[config.mk]
export PLATFORM = sky130hd
export DESIGN_NAME = delay_ram_write_arbiter_flat
export DESIGN_NICKNAME = d
export VERILOG_FILES = /design/src/rtl/delay_ram_write_arbiter_if.sv /design/src/rtl/delay_ram_write_arbiter.sv /design/src/flat_wrapper.sv
export SDC_FILE = /design/constraint.sdc
export NUM_CORES = 1
export LEC_CHECK = 0
export CAP_MARGIN = 20
export CORE_ASPECT_RATIO = 1.75
export CORE_MARGIN = 8
export CORE_UTILIZATION = 53
export DETAILED_ROUTE_END_ITERATION = 12
export PLACE_DENSITY = 0.76
export SLEW_MARGIN = 20
export SYNTH_ARGS = -nofsm -noshare
export SYNTH_HDL_FRONTEND = slang
export SYNTH_SLANG_ARGS = --single-unit
[constraint.sdc]
create_clock -name I_clk_10M -period 5.2 [get_ports I_clk_10M]
set_clock_uncertainty 0.05 [all_clocks]
set_input_delay 0.78 -clock I_clk_10M [delete_from_list [all_inputs] [get_ports I_clk_10M]]
set_output_delay 0.78 -clock I_clk_10M [all_outputs]
set_load 0.02 [all_outputs]
[src/rtl/delay_ram_write_arbiter_if.sv]
// delay_ram_write_arbiter_if: write-stream and RAM-port bundle for the delay RAM write arbiter
interface delay_ram_write_arbiter_if #(
  parameter int ADDR_W = 11,
  parameter int DATA_W = 24
);
  logic [3:0]          I_WEA;
  logic [4*ADDR_W-1:0] I_WRITE_ADDR;
  logic [4*DATA_W-1:0] I_WRITE_DELAY;
  logic                I_ram_busy;
  logic                I_ovf_clr;
  logic                O_WEA;
  logic [ADDR_W+1:0]   O_WRITE_ADDR;
  logic [DATA_W-1:0]   O_WRITE_DELAY;
  logic [3:0]          O_pending;
  logic [3:0]          O_overflow;
  logic                O_idle;
  modport master (
    output I_WEA, I_WRITE_ADDR, I_WRITE_DELAY, I_ram_busy, I_ovf_clr,
    input  O_WEA, O_WRITE_ADDR, O_WRITE_DELAY, O_pending, O_overflow, O_idle
  );
  modport slave (
    input  I_WEA, I_WRITE_ADDR, I_WRITE_DELAY, I_ram_busy, I_ovf_clr,
    output O_WEA, O_WRITE_ADDR, O_WRITE_DELAY, O_pending, O_overflow, O_idle
  );
endinterface

[src/rtl/delay_ram_write_arbiter.sv]
// delay_ram_write_arbiter: merges four buffered delay-table write streams onto one RAM write port; define ARB_FIXED_PRIO_EN for fixed priority (channel 0 highest) instead of round-robin
module delay_ram_write_arbiter #(
  parameter int ADDR_W = 11,
  parameter int DATA_W = 24,
  parameter int DEPTH  = 4
) (
  input logic I_clk_10M,
  input logic I_rst,
  delay_ram_write_arbiter_if.slave bus
);
  localparam int PW = $clog2(DEPTH);
  localparam int EW = ADDR_W + DATA_W;
  logic [EW-1:0]     mem [4][DEPTH];
  logic [PW-1:0]     wp [4];
  logic [PW-1:0]     rp [4];
  logic [PW:0]       cnt [4];
  logic [3:0]        ne, full, pop, acc, ovf_set, ovf;
  logic [1:0]        base, gnt;
  logic              gnt_v, wea;
  logic [ADDR_W+1:0] waddr;
  logic [DATA_W-1:0] wdata;
  logic [EW-1:0]     head;
`ifdef ARB_FIXED_PRIO_EN
  assign base = 2'd0;
`else
  logic [1:0] rr;
  assign base = rr;
  // round-robin pointer moves just past the channel that won
  always_ff @(posedge I_clk_10M)
    if (I_rst) rr <= 2'd0;
    else if (gnt_v) rr <= gnt + 2'd1;
`endif
  // occupancy flags from the registered counts
  always_comb
    for (int k = 0; k < 4; k++) begin
      ne[k]   = cnt[k] != '0;
      full[k] = cnt[k] == (PW+1)'(DEPTH);
    end
  // first non-empty channel searching upward from base; busy RAM blocks the grant
  always_comb begin
    gnt_v = 1'b0;
    gnt   = base;
    for (int i = 3; i >= 0; i--)
      if (ne[base + 2'(i)]) begin
        gnt_v = !bus.I_ram_busy;
        gnt   = base + 2'(i);
      end
  end
  // a full FIFO still accepts a push when it is popped in the same cycle
  always_comb
    for (int k = 0; k < 4; k++) begin
      pop[k]     = gnt_v && gnt == 2'(k);
      acc[k]     = bus.I_WEA[k] && (!full[k] || pop[k]);
      ovf_set[k] = bus.I_WEA[k] && full[k] && !pop[k];
    end
  // FIFO pointers wrap naturally; the count separates full from empty
  always_ff @(posedge I_clk_10M)
    for (int k = 0; k < 4; k++)
      if (I_rst) begin
        wp[k]  <= '0;
        rp[k]  <= '0;
        cnt[k] <= '0;
      end else begin
        wp[k]  <= wp[k] + PW'(acc[k]);
        rp[k]  <= rp[k] + PW'(pop[k]);
        cnt[k] <= cnt[k] + (PW+1)'(acc[k]) - (PW+1)'(pop[k]);
      end
  // FIFO storage, contents are don't-care until pointers make them visible
  always_ff @(posedge I_clk_10M)
    for (int k = 0; k < 4; k++)
      if (acc[k]) mem[k][wp[k]] <= {bus.I_WRITE_ADDR[k*ADDR_W +: ADDR_W], bus.I_WRITE_DELAY[k*DATA_W +: DATA_W]};
  assign head = mem[gnt][rp[gnt]];
  // output register: one-cycle strobe, address/data hold between writes
  always_ff @(posedge I_clk_10M)
    if (I_rst) begin
      wea   <= 1'b0;
      waddr <= '0;
      wdata <= '0;
    end else begin
      wea <= gnt_v;
      if (gnt_v) {waddr, wdata} <= {gnt, head};
    end
  // sticky drop flags; a new drop beats a simultaneous clear
  always_ff @(posedge I_clk_10M)
    if (I_rst) ovf <= '0;
    else ovf <= (bus.I_ovf_clr ? 4'd0 : ovf) | ovf_set;
  assign bus.O_WEA         = wea;
  assign bus.O_WRITE_ADDR  = waddr;
  assign bus.O_WRITE_DELAY = wdata;
  assign bus.O_pending     = ne;
  assign bus.O_overflow    = ovf;
  assign bus.O_idle        = ~|ne & ~wea;
endmodule

[src/flat_wrapper.sv]
// flat-port wrapper written by rule: the top's interface ports become plain ports
module delay_ram_write_arbiter_flat 
#(
  parameter int ADDR_W = 11,
  parameter int DATA_W = 24,
  parameter int DEPTH  = 4
)
  (I_clk_10M, I_rst, bus_I_WEA, bus_I_WRITE_ADDR, bus_I_WRITE_DELAY, bus_I_ram_busy, bus_I_ovf_clr, bus_O_WEA, bus_O_WRITE_ADDR, bus_O_WRITE_DELAY, bus_O_pending, bus_O_overflow, bus_O_idle);
  delay_ram_write_arbiter_if #(.ADDR_W(ADDR_W), .DATA_W(DATA_W)) bus_i ();
  input logic I_clk_10M;
  input logic I_rst;
  input wire logic [$bits(bus_i.I_WEA)-1:0] bus_I_WEA;
  input wire logic [$bits(bus_i.I_WRITE_ADDR)-1:0] bus_I_WRITE_ADDR;
  input wire logic [$bits(bus_i.I_WRITE_DELAY)-1:0] bus_I_WRITE_DELAY;
  input wire logic [$bits(bus_i.I_ram_busy)-1:0] bus_I_ram_busy;
  input wire logic [$bits(bus_i.I_ovf_clr)-1:0] bus_I_ovf_clr;
  output wire logic [$bits(bus_i.O_WEA)-1:0] bus_O_WEA;
  output wire logic [$bits(bus_i.O_WRITE_ADDR)-1:0] bus_O_WRITE_ADDR;
  output wire logic [$bits(bus_i.O_WRITE_DELAY)-1:0] bus_O_WRITE_DELAY;
  output wire logic [$bits(bus_i.O_pending)-1:0] bus_O_pending;
  output wire logic [$bits(bus_i.O_overflow)-1:0] bus_O_overflow;
  output wire logic [$bits(bus_i.O_idle)-1:0] bus_O_idle;
  assign bus_i.I_WEA = bus_I_WEA;
  assign bus_i.I_WRITE_ADDR = bus_I_WRITE_ADDR;
  assign bus_i.I_WRITE_DELAY = bus_I_WRITE_DELAY;
  assign bus_i.I_ram_busy = bus_I_ram_busy;
  assign bus_i.I_ovf_clr = bus_I_ovf_clr;
  assign bus_O_WEA = bus_i.O_WEA;
  assign bus_O_WRITE_ADDR = bus_i.O_WRITE_ADDR;
  assign bus_O_WRITE_DELAY = bus_i.O_WRITE_DELAY;
  assign bus_O_pending = bus_i.O_pending;
  assign bus_O_overflow = bus_i.O_overflow;
  assign bus_O_idle = bus_i.O_idle;
  delay_ram_write_arbiter #(.ADDR_W(ADDR_W), .DATA_W(DATA_W), .DEPTH(DEPTH)) u_core (.I_clk_10M(I_clk_10M), .I_rst(I_rst), .bus(bus_i));
endmodule
==> metrics list <==
- Outcome: finished, final reports clean
- Timing would allow up to 216 MHz.
* Classification of the worst setup path: flop to flop
- Registers take between 15000 and 20000 µm².
- The average instance in the mapped netlist occupies 15.6 µm².
- Detailed router's first-iteration violation count: 2191
* Number of setup violations in the final report: 0
- GRT Residual Overflow: 0
* Insertion delay of the later-clocked pin in the worst-skew pair: 0.60 ns
- Cells taking the most area after synthesis: edfxtp_1, mux4_2, dfxtp_1, o41ai_1, o2111ai_1
- Summed over all layers, the routed wires come to 77.2 mm.
* Transition time at the pin with the least slew margin: 1.24 ns
- Cell taking the most area after synthesis: edfxtp_1
* Main synth FF type: edfxtp_1
- For this design the static power due to leakage is 10.3 nW.
- Along the worst hold path, the cell count comes to 2.
- Tracing the worst setup path back leads to its startpoint at u_core.base[1]$_SDFFE_PP0P_.
- Routability-driven placement finished with a final weighted congestion of between 0.8 and 0.9.
- Root Driver: clkbuf_16
* Post-synthesis cell area: 26300 µm²
- For this configuration, the core starts out at a cell density of 53.2%.
* Final Hold Violating Endpoints: 0
- Die Y: 310 µm
* Area of combinational cells with multiple inputs: 6960 µm²
* Most used standard cell by instance count after synthesis: edfxtp_1
- Area Overhead vs Synth: 17.4%
- First-pass GRT wire length: 113 mm
- Power density of the placed cells: around 670 nW/µm²
* Post-Syn Nets: 1841
- Fin nets: 1988
- From left edge to right edge, the die measures about 180 µm.
- Summing over every cut layer, the via total after detailed routing is roughly 17000.
- The total count of max-transition violations in the final report was 0.
- Post-synth top cells: edfxtp_1, inv_1, o41ai_1
* Post-placement cell count: 2432
- Vias in the first global route: 17861
- Max stage delay cell, worst path: o221a_2
* Clock tree from TritonCTS: yes
* Routed length per placed instance: 30.5 µm
- Maximum single-stage delay on the critical path: 1.15 ns
* Crit. End Element: flop
* Number of flops mapped to enable cells by yosys: 560
* Setup repair after global routing missed its margin: no
* HPWL after DPL: ~46 mm
- The share of synthesized area in the top cell type comes to around 64%.
- Post-route DRC: 0
* Number of instances resized during post-cts repair: 0
* Filler Cells Inserted: between 3000 and 4000
- Data arrives at the worst endpoint at 5.10 ns.
* Count of unique library cells instantiated by Yosys: 52
* Synth Instances: around 1700
* Register-to-Register Setup Slack: 0.57 ns
- After clock tree synthesis, the setup repair step added 0 buffers.
- Of the cells placed in the final design, the portion with a size suffix greater than 1 is 12.9%.
- Of all nets on the critical path, the largest fanout is 64.
- The endpoint identified for the worst register-to-register timing path is u_core.bus.O_WRITE_ADDR[9]$_SDFFE_PP0P_.
- The initialized floorplan defines 108 standard-cell rows.
- H-tree Lvls: 2
* Count of hold buffers inserted by post-cts repair: 0
- Class of the tightest hold or removal check: flop to flop
- In the finished design, the share of the clock period the worst path needs comes to roughly nine tenths.
* Ports placed on the boundary: 195
* Share of flip-flops with an asynchronous set or reset: 0%
- The finished layout holds 2534 standard cells, fillers aside.
- The completed layout was analyzed and its total power is 20.6 mW.
- Measured against its own limit, the worst slew margin works out to 17.0%.
- The critical path goes through or4b_1 -> o32ai_4 -> buf_4 -> or4_4 -> buf_4 -> o221a_2 -> o211ai_1 -> a21o_1 -> o211ai_1.
- Clock Tree Buf Depth: 3
- Yosys printed 0 warnings.
- Share of synthesized area occupied by flip-flops and latches: between 60% and 70%
- Before antenna repair, the detailed router went through 9 iterations.
- The tree built by TritonCTS fans out to 632 sinks.
- The initial antenna violation count was 2.
* # port buffers: 194
* Core area: 49300 µm²
* Worst r2r src: u_core.base[1]$_SDFFE_PP0P_
- Critical path startpoint category: flop
- End of the worst hold path: u_core.bus.O_overflow[0]$_SDFF_PP0_
* Flip-flop and latch count after synthesis: approximately 630
- Post-layout min period: about 4.6 ns
- The worst hold path begins at u_core.bus.O_overflow[0]$_SDFF_PP0_.
* Antenna Nets Post-Route: 0
- The die covers 57200 µm².
- Entering global routing, the biggest net connects 100 pins.
- Total clock buffers created by CTS: 53
* Clock transition at the registers of the reported paths: 0.07 ns
* GRT Resource Usage Total: between 20% and 30%
- Data required time at the worst endpoint: approximately 5.7 ns
- Count of max-cap constraint violations: 0
- Length in cells of the worst reg-to-reg path: 9
* Via-to-Cell Ratio: 6.77
- IR analysis of the VDD net gives a maximum drop of 0.000703 V.
[power by group]
| part | switching, mW | internal (mW) | total [mW] |
|---|---|---|---|
| clock network | 1.79 | 2.27 | 4.07 |
| logic | 6.44 | 3.58 | 10.0 |
| registers | 0.294 | 6.24 | 6.54 |
[cell usage in the layout (no fill, tap or decap), drive strengths merged, types with 3 or more instances in the layout]
| cell | n |
|---|---|
| edfxtp | 560 |
| clkdlybuf4s50 | 194 |
| inv | 159 |
| o41ai | 143 |
| clkbuf | 79 |
| o211ai | 75 |
| o2111ai | 73 |
| dfxtp | 72 |
| o221ai | 72 |
| mux4 | 70 |
| buf | 55 |
| nand2 | 52 |
| nand4 | 39 |
| mux2i | 35 |
| a21o | 35 |
| nor2 | 30 |
| xnor2 | 18 |
| nor2b | 15 |
| clkinv | 12 |
| nor3 | 10 |
| ha | 9 |
| nor3b | 8 |
| nand2b | 6 |
| and3 | 6 |
| a21oi | 5 |
| bufinv | 5 |
| fa | 4 |
| diode | 3 |
| o21ai | 3 |
| a211oi | 3 |
[metrics by stage]
stage / hold slack, ns / area, µm² / setup TNS [ns] / util [%] / worst slack, ns
after detailed placement: 0.420 / 29000 / 0 / 58.9 / 0.635
after floorplan: 0.433 / 26300 / -23.85 / - / -0.304
after CTS: 0.431 / 30800 / 0 / 62.5 / 0.628
after global routing: 0.445 / 30800 / 0 / 62.5 / 0.433
after global placement: 0.403 / 29000 / 0 / 58.9 / 0.700
final: 0.432 / 30800 / 0 / 62.5 / 0.572
[cell type report]
type | count | share of cell area (%)
antenna | 3 | 0.0244
clock buffer | 79 | 4.92
clock inverter | 20 | 0.828
inverter | 158 | 1.92
multi-input combinational | 733 | 22.6
sequential | 632 | 59.2
tap | 660 | 2.68
timing repair buffer | 249 | 7.80
[critical path: cells and delay by family (launching register included)]
kind            cells  cell delay [ns]
simple gates        2             0.81
compound gates      5             1.89
buf+inv             2             1.17
flops               1             0.54
[cells by family (layout without fill, tap and decap cells)]
kind of cell | count (synthesis) | after routing | synth area share (%)
other | 0 | 3 | 0
flip-flops | 632 | 632 | 69.5
multiplexers | 106 | 106 | 7.38
AO/OA/AOI/OAI | 419 | 419 | 13.5
adder cells (fa/ha/maj) | 13 | 13 | 0.734
AND/OR/NAND/NOR | 175 | 175 | 3.52
XOR/XNOR | 20 | 20 | 0.667
buffers and inverters | 315 | 506 | 4.68
[metal layers]
layer	track usage, %	wire length, µm	vias up
li1	-	-	7155
met1	30.1	25700	8550
met2	47.4	40600	1195
met3	4.75	7090	263
met4	14.6	3820	0
met5	0	0	-
[sequential cells by signal (all words and copies together), names as in the netlist]
signal,flops
u_core.mem,560
u_core.bus.O_overflow,4
u_core.cnt,12
u_core.wp,8
u_core.bus.O_WEA,1
u_core.base,2
u_core.rp,8
u_core.bus.O_WRITE_DELAY,24
u_core.bus.O_WRITE_ADDR,13
[how the worst max path moves through the flow]
| stage | slack (ns) | cells after the start | to |
|---|---|---|---|
| after floorplan | -0.30 | 11 | u_core.mem[0][100]$_DFFE_PP_ |
| after global placement | 0.70 | 8 | u_core.mem[2][20]$_DFFE_PP_ |
| after detailed placement | 0.63 | 8 | u_core.mem[2][20]$_DFFE_PP_ |
| after CTS | 0.63 | 8 | u_core.mem[2][20]$_DFFE_PP_ |
| after global routing | 0.43 | 9 | u_core.bus.O_WRITE_ADDR[9]$_SDFFE_PP0P_ |
| final | 0.57 | 9 | u_core.bus.O_WRITE_ADDR[9]$_SDFFE_PP0P_ |
Note: power is estimated with default switching activity, not from simulation.
